<file path="config.mk">
export PLATFORM = sky130hd
export DESIGN_NAME = norm_apply_engine
export DESIGN_NICKNAME = d
export VERILOG_FILES = /design/src/rtl/norm_apply_engine.sv
export SDC_FILE = /design/constraint.sdc
export NUM_CORES = 2
export LEC_CHECK = 0
export BUFFER_PORTS_ARGS = -buffer_cell sky130_fd_sc_hd__buf_2
export CORE_UTILIZATION = 40
export CTS_CLUSTER_DIAMETER = 30
export DETAILED_ROUTE_END_ITERATION = 8
export PLACE_DENSITY = 0.51
export SLEW_MARGIN = 0
export SYNTH_ARGS = -nofsm -noshare
export SYNTH_HDL_FRONTEND = slang
export SYNTH_SLANG_ARGS = --single-unit
</file>
<file path="constraint.sdc">
create_clock -name clk -period 22.2 [get_ports clk]
set_clock_uncertainty 0.15 [all_clocks]
set_input_delay 3.33 -clock clk [delete_from_list [all_inputs] [get_ports clk]]
set_output_delay 3.33 -clock clk [all_outputs]
set_load 0.01 [all_outputs]
</file>
<file path="src/rtl/norm_apply_engine.sv">
// norm_apply_engine: second pass of LayerNorm. Turns the variance into a
// reciprocal standard deviation with an iterative sqrt and divide, then
// streams y = round(((x - mean) * inv_std) * gamma + beta) as int8.
module norm_apply_engine #(
    parameter logic [31:0] EPS = 32'd1
) (
    input  logic        clk,
    input  logic        rst_n,
    input  logic        stats_valid,
    output logic        stats_ready,
    input  logic [15:0] mean_in,
    input  logic [31:0] var_in,
    input  logic        din_valid,
    output logic        din_ready,
    input  logic [7:0]  din,
    input  logic [15:0] gamma,
    input  logic [15:0] beta,
    input  logic        din_last,
    output logic        dout_valid,
    input  logic        dout_ready,
    output logic [7:0]  dout,
    output logic        dout_last,
    output logic        done
);

    typedef enum logic [2:0] {
        S_IDLE,
        S_SQRT,
        S_RECIP,
        S_STREAM,
        S_DRAIN,
        S_DONE
    } state_t;

    state_t       state_q;
    logic         stats_ready_q;
    logic         done_q;
    logic [4:0]   cnt_q;
    logic [15:0]  mean_q;
    logic [15:0]  inv_q;

    // sqrt working registers
    logic [31:0]  rad_q;
    logic [17:0]  rem_q;
    logic [15:0]  root_q;

    // divide working registers
    logic [16:0]  dvd_q;
    logic [16:0]  drem_q;
    logic [15:0]  quot_q;

    // pipeline registers
    logic                s1_v_q, s1_last_q;
    logic signed [16:0]  s1_xc_q;
    logic signed [15:0]  s1_g_q, s1_b_q;
    logic                s2_v_q, s2_last_q;
    logic signed [25:0]  s2_p_q;
    logic signed [15:0]  s2_g_q, s2_b_q;
    logic                dout_valid_q, dout_last_q;
    logic [7:0]          dout_q;

    // combinational helpers
    logic [32:0]         v_sum;
    logic [31:0]         v_sat;
    logic [19:0]         sq_rem_sh, sq_trial;
    logic                sq_ge;
    logic [17:0]         rem_d;
    logic [15:0]         root_d;
    logic [17:0]         dv_rem_sh;
    logic                dv_ge;
    logic [16:0]         drem_d;
    logic [16:0]         quot_d;
    logic [15:0]         inv_d;
    logic                stall, accept, out_fire;
    logic signed [16:0]  xc_d;
    logic signed [33:0]  xc_ext, inv_ext, p_full;
    logic signed [25:0]  p_d;
    logic signed [41:0]  p_ext, g_ext, pg;
    logic signed [34:0]  q_d;
    logic signed [26:0]  r_d;
    logic [7:0]          sat_d;

    assign stall      = dout_valid_q && !dout_ready;
    assign din_ready  = (state_q == S_STREAM) && !stall;
    assign accept     = din_valid && din_ready;
    assign out_fire   = dout_valid_q && dout_ready;

    assign stats_ready = stats_ready_q;
    assign done        = done_q;
    assign dout_valid  = dout_valid_q;
    assign dout        = dout_q;
    assign dout_last   = dout_last_q;

    // Setup arithmetic: epsilon add, one sqrt step, one divide step
    always_comb begin
        v_sum     = {1'b0, var_in} + {1'b0, EPS};
        v_sat     = v_sum[32] ? '1 : v_sum[31:0];

        sq_rem_sh = {rem_q, rad_q[31:30]};
        sq_trial  = {2'b00, root_q, 2'b01};
        sq_ge     = (sq_rem_sh >= sq_trial);
        rem_d     = sq_ge ? 18'(sq_rem_sh - sq_trial) : 18'(sq_rem_sh);
        root_d    = {root_q[14:0], sq_ge};

        dv_rem_sh = {drem_q, dvd_q[16]};
        dv_ge     = (dv_rem_sh >= {2'b00, root_q});
        drem_d    = dv_ge ? 17'(dv_rem_sh - {2'b00, root_q}) : 17'(dv_rem_sh);
        quot_d    = {quot_q, dv_ge};
        inv_d     = ((root_q == 16'd0) || quot_d[16]) ? 16'hFFFF : quot_d[15:0];
    end

    // Datapath arithmetic for the three pipeline stages
    always_comb begin
        xc_d    = {din[7], din, 8'h00} - {mean_q[15], mean_q};
        xc_ext  = {{17{s1_xc_q[16]}}, s1_xc_q};
        inv_ext = {18'd0, inv_q};
        p_full  = xc_ext * inv_ext;
        p_d     = 26'(p_full >>> 8);
        p_ext   = {{16{s2_p_q[25]}}, s2_p_q};
        g_ext   = {{26{s2_g_q[15]}}, s2_g_q};
        pg      = p_ext * g_ext;
        q_d     = 35'(pg >>> 8) + {{19{s2_b_q[15]}}, s2_b_q};
        r_d     = 27'((q_d + 35'sd128) >>> 8);
        if (r_d > 27'sd127) begin
            sat_d = 8'h7F;
        end else if (r_d < -27'sd128) begin
            sat_d = 8'h80;
        end else begin
            sat_d = r_d[7:0];
        end
    end

    // Control FSM with iterative sqrt/reciprocal setup
    always_ff @(posedge clk or negedge rst_n) begin
        if (!rst_n) begin
            state_q       <= S_IDLE;
            stats_ready_q <= 1'b1;
            done_q        <= 1'b0;
            cnt_q         <= '0;
            mean_q        <= '0;
            inv_q         <= '0;
            rad_q         <= '0;
            rem_q         <= '0;
            root_q        <= '0;
            dvd_q         <= '0;
            drem_q        <= '0;
            quot_q        <= '0;
        end else begin
            done_q <= 1'b0;
            case (state_q)
                S_IDLE: begin
                    if (stats_valid) begin
                        mean_q        <= mean_in;
                        rad_q         <= v_sat;
                        rem_q         <= '0;
                        root_q        <= '0;
                        cnt_q         <= '0;
                        stats_ready_q <= 1'b0;
                        state_q       <= S_SQRT;
                    end
                end
                S_SQRT: begin
                    rad_q  <= rad_q << 2;
                    rem_q  <= rem_d;
                    root_q <= root_d;
                    cnt_q  <= cnt_q + 5'd1;
                    if (cnt_q == 5'd15) begin
                        cnt_q   <= '0;
                        dvd_q   <= 17'h10000;
                        drem_q  <= '0;
                        quot_q  <= '0;
                        state_q <= S_RECIP;
                    end
                end
                S_RECIP: begin
                    dvd_q  <= dvd_q << 1;
                    drem_q <= drem_d;
                    quot_q <= quot_d[15:0];
                    cnt_q  <= cnt_q + 5'd1;
                    if (cnt_q == 5'd16) begin
                        // quot_d carries the full 17-bit quotient on the final step
                        inv_q   <= inv_d;
                        cnt_q   <= '0;
                        state_q <= S_STREAM;
                    end
                end
                S_STREAM: begin
                    if (accept && din_last) begin
                        state_q <= S_DRAIN;
                    end
                end
                S_DRAIN: begin
                    if (out_fire && dout_last_q) begin
                        done_q  <= 1'b1;
                        state_q <= S_DONE;
                    end
                end
                S_DONE: begin
                    stats_ready_q <= 1'b1;
                    state_q       <= S_IDLE;
                end
                default: begin
                    stats_ready_q <= 1'b1;
                    state_q       <= S_IDLE;
                end
            endcase
        end
    end

    // Three-stage streaming pipeline, frozen as a whole while the output stalls
    always_ff @(posedge clk or negedge rst_n) begin
        if (!rst_n) begin
            s1_v_q       <= 1'b0;
            s1_last_q    <= 1'b0;
            s1_xc_q      <= '0;
            s1_g_q       <= '0;
            s1_b_q       <= '0;
            s2_v_q       <= 1'b0;
            s2_last_q    <= 1'b0;
            s2_p_q       <= '0;
            s2_g_q       <= '0;
            s2_b_q       <= '0;
            dout_valid_q <= 1'b0;
            dout_last_q  <= 1'b0;
            dout_q       <= '0;
        end else if (!stall) begin
            s1_v_q <= accept;
            if (accept) begin
                s1_xc_q   <= xc_d;
                s1_g_q    <= gamma;
                s1_b_q    <= beta;
                s1_last_q <= din_last;
            end
            s2_v_q <= s1_v_q;
            if (s1_v_q) begin
                s2_p_q    <= p_d;
                s2_g_q    <= s1_g_q;
                s2_b_q    <= s1_b_q;
                s2_last_q <= s1_last_q;
            end
            dout_valid_q <= s2_v_q;
            dout_last_q  <= s2_v_q && s2_last_q;
            if (s2_v_q) begin
                dout_q <= sat_d;
            end
        end
    end

endmodule

</file>
==> metrics.yaml <==
status: "completed"
ir_drop_mv: 0.07052
first_iter_violations: 1334
critPathMaxFanout: 27
setup_slack_ns: 11.74
clk_path_buf_depth: 3
arrival_ns: 10.78
final_cells: 5703
yosys_warnings: 0
synth_seq_area_share_pct: 16.77
cpMostUsedCell: "fa_1"
grt_pass1_vias: 30150
met2_usage_pct: 35.22
area_delta_synth_final_pct: 12.13
fp-row-count: 114
path_clk_slew_ns: 0.04
fin_crit_sh_pct: 47.12
power.leakage_nw: 21.85
synth-edff-count: 0
synthFlopType: "dfrtp_1"
cp-start-kind: "flop"
tns_ns: 0
postCtsSetupRepairBufs: 0
design.core.area_um2: 96990
insertion_delay_ns: 0.64
netlist_instances: 4322
maxCapViolCount: 0
io_pins: 107
yosys.area_share.simple_pct: 15.77
postLayoutCoreUtil_pct: 45.38
first_pass_iters: 7
antennaDiodeCount: 0
synthMuxAreaShare_pct: 1.661
vias: 28210
gp_congestion: 0.8521
dieArea_um2: 99390
synthArstFlopShare_pct: 100.0
grt.total_usage_pct: 20.94
design_area_um2: 44020
start_util_pct: 40.47
post_cts_resized: 0
h-tree-depth: 3
multi_input_area_um2: 28770
synthAdderAreaFrac_pct: 44.10
end_kind: "flop"
avgRoutedWirePerCell_um: 17.52
worstMarginPinSlew_ns: 1.149
fin_crit_ns: 10.46
detail-route-antenna-nets: 0
ys_seq_elements: 263
maxSlewHeadroom_pct: 23.40
slowest_delay_ns: 1.09
fmax_mhz: 95.59
cts_tree: "yes"
viasPerCell: 4.946
slowest_stage: "dfrtp_1"
gr-usage-met1_pct: 28.09
crit_type: "reg -> reg"
numPlacedInstances: 5556
fp.dieW_um: 315.3
final_cell_mix: "inv_1, fa_1, nand2_1, ha_1, and2_1"
overflow: 0
port_buffers: 106
grt.busiest_layer: "met2"
synth_top_family_by_area: "adder cells"
dp_hpwl_um: 78400
hold_violations: 0
placed_area_um2: 41000
power_density_nw_per_um2: 84.86
synth_fp_nets: 5392
wl_um: 99920
post-route-drc-count: 0
die_h_um: 315.3
layout_commonest_cell: "inv_1"
place_ws_ns: 11.73
fill_cells: 9554
rsz0062_at_grt: "no"
hold_path.class: "reg -> reg"
maxSlewViolCount: 0
cts_hold_buf: 0
synth-compound-area-share_pct: 8.147
drive_gt1_share_pct: 8.019
synth_cell_types: 75
finalSetupViolCount: 0
required_ns: 22.52
synth_xor_area_share_pct: 3.525
root_buffer: "clkbuf_16"
numClockSinks: 263
grtUsageMet3_pct: 2.888
syn-mean-instance-area_um2: 9.082
syn-cell-area_um2: 39250
nNetsFinal: 5431
seqCellArea_um2: 6583
cts_buffers: 79
grt_max_degree: 93
grt_pass1_wl_um: 163500
antenna_found_initial: 0
==> cells in the mapped netlist, types with 9 or more instances <==
library cell	number	area share (%)
fa_1	679	35
nand4_1	27	0.43
nand3_1	88	1.1
and2_1	288	4.6
a22o_1	21	0.47
mux2i_1	21	0.54
mux2_2	38	1.1
a21oi_1	106	1.4
inv_1	865	8.3
and3_1	18	0.29
clkbuf_1	178	1.7
nor4_1	9	0.14
nor3_1	20	0.26
o31ai_1	9	0.17
ha_1	297	9.5
nand2_1	659	6.3
nand2b_1	28	0.45
a21o_1	52	0.99
o22a_1	16	0.36
o21ai_0	184	2.3
dfrtp_1	262	17
xnor2_1	98	2.2
nor2b_1	16	0.26
o22ai_1	10	0.16
xor2_1	60	1.3
nor2_1	124	1.2
==> report_power, final <==
| group | leakage, nW | switching [W] | internal (W) |
|---|---|---|---|
| clock | 1.44 | 0.000362 | 0.000884 |
| sequential | 3.43 | 0.000227 | 0.000635 |
| combinational | 17.0 | 0.000956 | 0.000672 |
| total | 21.9 | 0.00154 | 0.00219 |
==> worst max-delay path, delay by kind of cell, from the launching register on <==
family	cells	cell delay [ns]
adders and majority gates	9	4.23
AOI/OAI and AO/OA	13	2.88
and+or+nand+nor	9	1.67
DFF	1	1.09
buffers and inverters	3	0.15
xor gates and xnor gates	1	0.11
==> kinds of logic after synthesis <==
group	count (synthesis)
XOR/XNOR	158
adder cells (fa/ha/maj)	976
flip-flops	263
AND/OR/NAND/NOR	1315
buffers and inverters	1049
multiplexers	60
AO/OA/AOI/OAI	501
==> final timing paths <==
check,start,endpoint,slack [ns],cells past startpoint
worst max-delay path,s2_g_q[12],dout[6],11.74,35
worst min-delay path,s1_b_q[15],s1_b_q[15],0.32,2
worst max register to register,s2_g_q[12],dout[6],11.74,35
worst min register to register,s1_b_q[15],s1_b_q[15],0.32,2
max in group asynchronous,rst_n,s1_xc_q[13],17.15,3
min in group asynchronous,rst_n,s1_b_q[10],2.54,1
==> through the flow <==
stage	power (W)	hold WS, ns
2_1_floorplan	0.002030	0.2917
3_3_place_gp	0.002508	0.3091
3_5_place_dp	0.002513	0.3087
4_1_cts	0.003791	0.3197
5_1_grt	0.004041	0.3405
6_report	0.003735	0.3193
==> cell type report <==
type                            instances  share of cell area (%)
Clock buffer                          104                   5.159
Clock inverter                         43                   1.686
Inverter                              865                   7.376
Multi-Input combinational cell       3010                   65.36
Sequential cell                       263                   14.95
Tap cell                             1276                   3.627
Timing Repair Buffer                  142                   1.842
==> per-layer routing <==
layer  vias up  share of wire [%]
met5         -                  0
met4         0                2.6
met3       142                3.8
met2       498                 48
met1     14140                 45
li1      13430                  -
==> sequential cells by signal, summed over array words and instances (netlist names), 16 cells and up <==
signal   flops
rem_q       18
s1_g_q      16
s2_p_q      26
drem_q      17
inv_q       16
s1_xc_q     17
root_q      16
rad_q       32
s2_b_q      16
s1_b_q      16
mean_q      16
s2_g_q      16
quot_q      16
(Power assumes the default switching activity.)
